--- config.mk ---
export PLATFORM = sky130hd
export DESIGN_NAME = serial_subtractor_ctrl
export DESIGN_NICKNAME = d
export VERILOG_FILES = /design/src/rtl/serial_subtractor_ctrl.sv
export SDC_FILE = /design/constraint.sdc
export NUM_CORES = 1
export LEC_CHECK = 0
export BUFFER_PORTS_ARGS = -buffer_cell sky130_fd_sc_hd__buf_2
export CAP_MARGIN = 20
export CORE_UTILIZATION = 57
export CTS_CLUSTER_DIAMETER = 120
export DETAILED_ROUTE_END_ITERATION = 8
export PLACE_DENSITY = 0.82
export SLEW_MARGIN = 20
export SYNTH_ARGS = -nofsm -noshare
export SYNTH_HDL_FRONTEND = slang
export SYNTH_SLANG_ARGS = --single-unit
--- constraint.sdc ---
create_clock -name clk -period 2.7 [get_ports clk]
set_input_delay 0.135 -clock clk [delete_from_list [all_inputs] [get_ports clk]]
set_output_delay 0.135 -clock clk [all_outputs]
set_load 0.03 [all_outputs]
--- src/rtl/serial_subtractor_ctrl.sv ---
// Bit-serial WIDTH-bit subtractor (A - B), LSB first, with start/busy/done control.
// Optional macro SUB_OVF_FLAG_EN adds the ovf_out signed-overflow flag.
module serial_subtractor_ctrl #(
  parameter int WIDTH = 8
) (
  input  logic             clk,
  input  logic             rst_n,
  input  logic             start,
  input  logic [WIDTH-1:0] a_in,
  input  logic [WIDTH-1:0] b_in,
  output logic             busy,
  output logic             done,
  output logic [WIDTH-1:0] diff_out,
  output logic             borrow_out,
`ifdef SUB_OVF_FLAG_EN
  output logic             ovf_out,
`endif
  output logic [1:0]       o_dbg_state
);

  localparam int CW = $clog2(WIDTH);

  typedef enum logic [1:0] {
    S_IDLE  = 2'd0,
    S_SHIFT = 2'd1,
    S_DONE  = 2'd2
  } state_t;

  // Handshake: start is accepted only in IDLE (busy=0); busy stays high through
  // SHIFT and DONE; done pulses for one cycle and diff_out/borrow_out are valid
  // from that cycle until the next completed operation.
  state_t           r_state;
  state_t           w_next_state;
  logic [WIDTH-1:0] r_a_sh;
  logic [WIDTH-1:0] r_b_sh;
  logic [WIDTH-1:0] r_d_sh;
  logic [CW-1:0]    r_cnt;
  logic             r_borrow;
  logic             w_d;
  logic             w_bout;
  logic             w_last;

  // 1-bit full-subtract cell fed by the low operand bits and the stored borrow
  assign w_d    = r_a_sh[0] ^ r_b_sh[0] ^ r_borrow;
  assign w_bout = (~r_a_sh[0] & (r_b_sh[0] | r_borrow)) | (r_b_sh[0] & r_borrow);
  assign w_last = (r_cnt == CW'(WIDTH - 1));

  always_ff @(posedge clk) begin
    if (!rst_n) begin
      r_state <= S_IDLE;
    end else begin
      r_state <= w_next_state;
    end
  end

  always_comb begin
    w_next_state = r_state;
    case (r_state)
      S_IDLE:  if (start) w_next_state = S_SHIFT;
      S_SHIFT: if (w_last) w_next_state = S_DONE;
      S_DONE:  w_next_state = S_IDLE;
      default: w_next_state = S_IDLE;
    endcase
  end

  always_comb begin
    busy        = (r_state != S_IDLE);
    done        = (r_state == S_DONE);
    o_dbg_state = r_state;
  end

  always_ff @(posedge clk) begin
    if (!rst_n) begin
      r_a_sh     <= '0;
      r_b_sh     <= '0;
      r_d_sh     <= '0;
      r_cnt      <= '0;
      r_borrow   <= 1'b0;
      diff_out   <= '0;
      borrow_out <= 1'b0;
`ifdef SUB_OVF_FLAG_EN
      ovf_out    <= 1'b0;
`endif
    end else begin
      case (r_state)
        S_IDLE: begin
          if (start) begin
            r_a_sh   <= a_in;
            r_b_sh   <= b_in;
            r_borrow <= 1'b0;
            r_cnt    <= '0;
          end
        end
        S_SHIFT: begin
          r_a_sh   <= r_a_sh >> 1;
          r_b_sh   <= r_b_sh >> 1;
          r_d_sh   <= {w_d, r_d_sh[WIDTH-1:1]};
          r_borrow <= w_bout;
          r_cnt    <= r_cnt + CW'(1);
          if (w_last) begin
            diff_out   <= {w_d, r_d_sh[WIDTH-1:1]};
            borrow_out <= w_bout;
`ifdef SUB_OVF_FLAG_EN
            // borrow into the MSB (still in r_borrow) vs borrow out of it
            ovf_out    <= r_borrow ^ w_bout;
`endif
          end
        end
        default: ;
      endcase
    end
  end

endmodule
==> results of run 1 <==
[power groups by stage]
stage               logic, uW  clock network [uW]  registers, uW
CTS                       114                 388            607
floorplan                95.2                   0            615
global route              126                 407            610
finish                    112                 377            607
global placement          108                   0            618
detailed placement        113                   0            619
[cells by family (layout without fill, tap and decap cells)]
family / after synthesis / count (layout) / synth area share (%)
simple gates: 70 / 70 / 19.5
compound gates: 42 / 42 / 22.1
flops: 38 / 38 / 48.1
buf+inv: 16 / 42 / 6.80
fa+ha+maj: 3 / 3 / 2.85
mux: 1 / 1 / 0.633
[layer usage]
metal	track usage, %	part of all wire [%]	vias to the layer above
met2	35.9	47	31
met1	27.0	45	588
met5	0	0	-
met4	13.7	2.6	0
li1	-	-	648
met3	9.44	5.2	7
[final timing paths]
path	start	end	slack, ns	depth (start not counted)
max	o_dbg_state[1]	r_a_sh[0]	0.92	3
min	a_in[2]	r_a_sh[2]	0.06	3
max reg2reg	o_dbg_state[1]	r_a_sh[0]	0.92	3
min reg2reg	diff_out[6]	diff_out[6]	0.46	2
[worst reg2reg max path: cells and delay by family (launching register included)]
family             cells  cell delay (ns)
and+or+nand+nor        1             0.79
AOI/OAI and AO/OA      2             0.37
DFF                    1             0.55
[sequential cells by signal, summed over array words and instances (netlist names)]
signal       flops
r_b_sh           8
r_a_sh           8
diff_out         8
r_borrow         1
borrow_out       1
o_dbg_state      2
r_cnt            3
r_d_sh           7
[final cells by class]
| type | count | area (um2) |
|---|---|---|
| fill | 205 | 792 |
| sequential | 38 | 761 |
| multi-input combinational | 116 | 713 |
| timing repair buffer | 31 | 155 |
| clock buffer | 7 | 45.0 |
| tap | 30 | 37.5 |
| clock inverter | 1 | 30.0 |
| inverter | 3 | 11.3 |
[metrics by stage]
step,utilization (%),setup WS [ns],std cells,cell area [um2],hold WS (ns)
4_1_cts,68.9,0.907,226,1750,0.0517
5_1_grt,68.9,0.771,226,1750,0.0522
6_report,68.9,0.922,226,1750,0.0616
3_3_place_gp,65.9,0.987,218,1680,0.417
3_5_place_dp,65.9,0.937,218,1680,0.431
2_1_floorplan,-,1.29,170,1580,0.273
[synth_stat cells]
cell | instances | share of area [%]
dfxtp_1 | 38 | 48
clkbuf_1 | 3 | 0.71
buf_2 | 4 | 1.3
nor3_1 | 1 | 0.32
nand3_1 | 8 | 2.5
o221ai_2 | 10 | 9.5
buf_6 | 3 | 2.1
a311oi_1 | 1 | 0.55
inv_1 | 3 | 0.71
a22oi_1 | 3 | 1.4
mux2i_1 | 1 | 0.63
buf_12 | 1 | 1.3
fa_1 | 1 | 1.3
a21oi_1 | 18 | 5.7
o21ba_2 | 1 | 0.63
nand2_1 | 20 | 4.7
nand3b_1 | 1 | 0.47
nand2b_1 | 1 | 0.40
buf_4 | 1 | 0.47
nor2_1 | 33 | 7.8
or3b_1 | 1 | 0.55
o21ai_0 | 2 | 0.63
o221ai_1 | 4 | 2.2
a211oi_1 | 2 | 0.95
o21bai_1 | 1 | 0.47
nor2b_1 | 1 | 0.40
or2_2 | 1 | 0.40
buf_1 | 1 | 0.24
ha_1 | 2 | 1.6
or4bb_1 | 2 | 1.4
and2b_1 | 1 | 0.47
[placed cells by master, fill, tap and decap left out, types with 2 or more instances in the layout]
master / n
a22oi_1: 3
a21oi_1: 18
a211oi_1: 2
inv_1: 3
clkbuf_1: 2
o21ai_0: 2
o221ai_1: 4
ha_1: 2
or4bb_1: 2
clkbuf_4: 5
nor2_1: 33
o221ai_2: 10
buf_2: 31
nand2_1: 20
dfxtp_1: 38
nand3_1: 8
==> run metrics, run 1 <==
fmax=0.562 GHz; CP Cell Sequence=nand2b_1, o221ai_1, a21oi_1; Worst EP arrival=2.05 ns; Setup TNS=0 ns; Synth Area per Inst=9.30 um2; DR iter-0 viols=22; Leak=0.000701 uW; startpoint types=flip-flop; grt ovf=0; final WL=2960 um; cell internal pwr=829 uW; clock buffer depth=2; clock power share=34.4%; sequential share of the synthesized area=48.1%; diodes inserted=0; latest clock arrival within the worst-skew pair=0.35 ns; Initial Util=62.1%; Syn. warnings=0; largest net degree at the start of global routing=25; Pins Over Slew Limit=0; drt via density=5.64; first-pass GRT wire length=4710 um; Top-Level Pins=32; layout cell share with drive strength beyond 1=25.0%; HP Class=in -> reg; Rows=18; H-tree levels=2; RSZ-0062 raised after global routing=false; GPL Wtd Cong=0.731; Synth Register Bits=38; number of global-route vias before repair=1,087; fin crit share=65.8%; required time worst endpoint=2.97 ns; worst vdd ir=0.631 mV; final setup fails=0; CTS Buf Count=5; switch share=24.4%; # Post-CTS Setup Buffers=0; Core Region=0.00254 mm2; Clock Sinks=38; Worst Path Buf+Inv=0; Tmin final=1.78 ns; max_cap viols=0; antenna violations before repair=0; combinational power share=10.2%; total power=1100 uW; Die H=54.7 um; CP Class=reg -> reg; PD cells=625 mW/mm2; per-cell routed wire length=13.1 um; HPWL Detailed=2080 um; CP max FO=20; final hold vios=0; Post-DRT Antenna Nets=0; I/O Buffers=31; Post-Syn Area=0.00158 mm2; worst slew pin tran=0.945 ns; slowest cell on the critical path=nand2b_1; area grow syn2layout=10.8%; nets=217; syn nets=192; Net Sw Power=267 uW; die width=54.7 um; First-pass DRT Iterations=5; Syn Inst Count=170; Worst path max stage delay=0.79 ns; crit end category=flip-flop; drt drc=0; CTS tree=done; Sequential Power Share=55.4%; die area=0.00299 mm2; Clock Skew=0.0127 ns; via count=1,274; cts repair resizes=0; Hold Buf Count CTS=0; clk slew on worst S/H paths=0.11 ns; Yosys cell types=31; Slew HR=37.0%; clk root buf=clkbuf_4; gr usage total=23.4%; status=complete, no violations; Largest delay share family, worst path=simple AND/OR/NAND/NOR gates
No activity file was read; power rests on OpenSTA's default activity.
==> inputs of run 2 (changes only) <==
--- a/config.mk
+++ b/config.mk
@@ -7,10 +7,10 @@
 export LEC_CHECK = 0
 export BUFFER_PORTS_ARGS = -buffer_cell sky130_fd_sc_hd__buf_2
 export CAP_MARGIN = 20
-export CORE_UTILIZATION = 57
+export CORE_UTILIZATION = 48
 export CTS_CLUSTER_DIAMETER = 120
 export DETAILED_ROUTE_END_ITERATION = 8
-export PLACE_DENSITY = 0.82
+export PLACE_DENSITY = 0.74
 export SLEW_MARGIN = 20
 export SYNTH_ARGS = -nofsm -noshare
 export SYNTH_HDL_FRONTEND = slang
==> constraint.sdc (replaced) <==
create_clock -name clk -period 1.6 [get_ports clk]
set_input_delay 0.08 -clock clk [delete_from_list [all_inputs] [get_ports clk]]
set_output_delay 0.08 -clock clk [all_outputs]
set_load 0.03 [all_outputs]
==> run metrics, run 2 (synthesis gave the netlist of run 1 again) <==
CTS Buf Count=5 (unchanged); r2r setup slk=0.17 ns (-0.75 ns); worst vdd ir=0.692 mV (+9.7%); worst r2r src=o_dbg_state[1]; diodes inserted=0 (unchanged); Net Sw Power=457 uW (+71%); First-pass DRT Iterations=5 (unchanged); worst slew pin tran=0.409 ns (-0.536 ns); die width=59.4 um (+8.6%); fin crit share=91.2%; clock buffer depth=2 (unchanged); Top-Level Pins=32 (unchanged); DR iter-0 viols=48 (+120%); fmax=0.685 GHz; CTS tree=done; clock power share=29.6% (-4.8 points); Hold Startpoint=a_in[5]; area grow syn2layout=14.8%; r2r endpoint=diff_out[1]; combinational power share=12.1% (+1.9 points); clk root buf=clkbuf_4; Tmin final=1.46 ns; PD cells=964 mW/mm2 (+54%); worst reg-to-reg path cell count=4 (+1); Clock Skew=0.0125 ns (-0.000221 ns); CP Class=reg -> out; cts repair resizes=0 (unchanged); top flop regs=diff_out (8), r_a_sh (8), r_b_sh (8); Clock Sinks=38 (unchanged); commonest cells after routing, fill and taps aside=38 x dfxtp_1, 33 x nor2_1, 31 x buf_2; first-pass GRT wire length=5230 um (+11%); Critical path origin=o_dbg_state[0]; Initial Util=51.4% (-11 points); Rows=20 (+2); HPWL Detailed=2150 um (+3.7%); final WL=3110 um (+5.2%); startpoint types=flip-flop; layout cell share with drive strength beyond 1=28.4% (+3.4 points); switch share=26.1% (+1.7 points); RSZ-0062 raised after global routing=false; drt drc=0 (unchanged); final setup fails=0 (unchanged); design area=0.00182 mm2 (+3.6%); gr usage total=20.5% (-2.9 points); most common cell after layout, fill and taps aside=dfxtp_1; Pins Over Slew Limit=0 (unchanged); die area=0.00353 mm2 (+18%); grt ovf=0 (unchanged); max_cap viols=0 (unchanged); antenna violations before repair=0 (unchanged); per-cell routed wire length=12.6 um (-4.1%); I/O Buffers=31 (unchanged); drt via density=5.27 (-6.5%); via count=1,307 (+2.6%); GPL Wtd Cong=0.739 (+1.0%); Setup TNS=0 ns (unchanged); status=complete, no violations; clk slew on worst S/H paths=0.12 ns (about the same); Hold Buf Count CTS=0 (unchanged); Slew HR=72.7% (+36 points); Die H=59.4 um (+8.6%); # Post-CTS Setup Buffers=0 (unchanged); Worst EP arrival=1.38 ns (-0.67 ns); number of global-route vias before repair=1,251 (+15%); Core Region=0.00308 mm2 (+21%); hold depth=3 (unchanged); nets=225 (+3.7%); latest clock arrival within the worst-skew pair=0.35 ns (about the same); Sequential Power Share=58.3% (+2.9 points); Cell Area, Placed=0.00176 mm2 (+4.6%); crit end category=primary output; cell internal pwr=1290 uW (+56%); Critical Path End=busy; Post-DRT Antenna Nets=0 (unchanged); largest net degree at the start of global routing=25 (unchanged); H-tree levels=2 (unchanged); CP max FO=7 (-65%); HP Class=in -> reg; required time worst endpoint=1.52 ns (-1.45 ns); Leak=0.000735 uW (+4.9%); final hold vios=0 (unchanged)
run 2: worst min-delay path by stage:
stage / to / slack [ns]
CTS: r_a_sh[5] / 0.004
finish: r_a_sh[5] / 0.004
floorplan: r_a_sh[0] / 0.22
detailed placement: r_a_sh[5] / 0.37
global placement: r_a_sh[6] / 0.37
global route: r_b_sh[5] / 0.009
run 2: power by group through the flow:
stage / clock network, uW / registers (uW) / logic, uW
after global routing: 574 / 1030 / 237
final: 518 / 1020 / 212
after detailed placement: 0 / 1040 / 213
after CTS: 523 / 1020 / 214
after global placement: 0 / 1040 / 201
after floorplan: 0 / 1040 / 161
run 2: area by class of cell:
type | count | area, um2
Fill cell | 292 | 1260
Timing Repair Buffer | 39 | 215
Sequential cell | 38 | 761
Tap cell | 44 | 55.1
Inverter | 3 | 11.3
Multi-Input combinational cell | 116 | 713
Clock buffer | 7 | 55.1
Clock inverter | 1 | 5.00
run 2: stage by stage:
stage	std cells	total power [uW]	util, %	setup WS, ns	hold WS [ns]
after floorplan	170	1200	-	0.191	0.218
after global placement	240	1240	57.0	0.259	0.367
after detailed placement	240	1250	57.0	0.199	0.369
after CTS	248	1760	59.0	0.144	0.00407
after global routing	248	1840	59.0	0.0316	0.00943
final	248	1750	59.0	0.141	0.00366
run 2: per-layer routing:
layer | share of wire [%] | track usage, % | vias to the layer above
met5 | 0 | 0 | -
li1 | - | - | 662
met3 | 5.0 | 7.86 | 6
met1 | 45 | 22.5 | 612
met4 | 1.7 | 8.16 | 0
met2 | 48 | 35.2 | 27
run 2: critical path, cell delays in order, from the launching register on:
cell,delay (ns)
dfxtp_1,0.39
buf_4,0.18
or2_2,0.28
buf_2,0.18
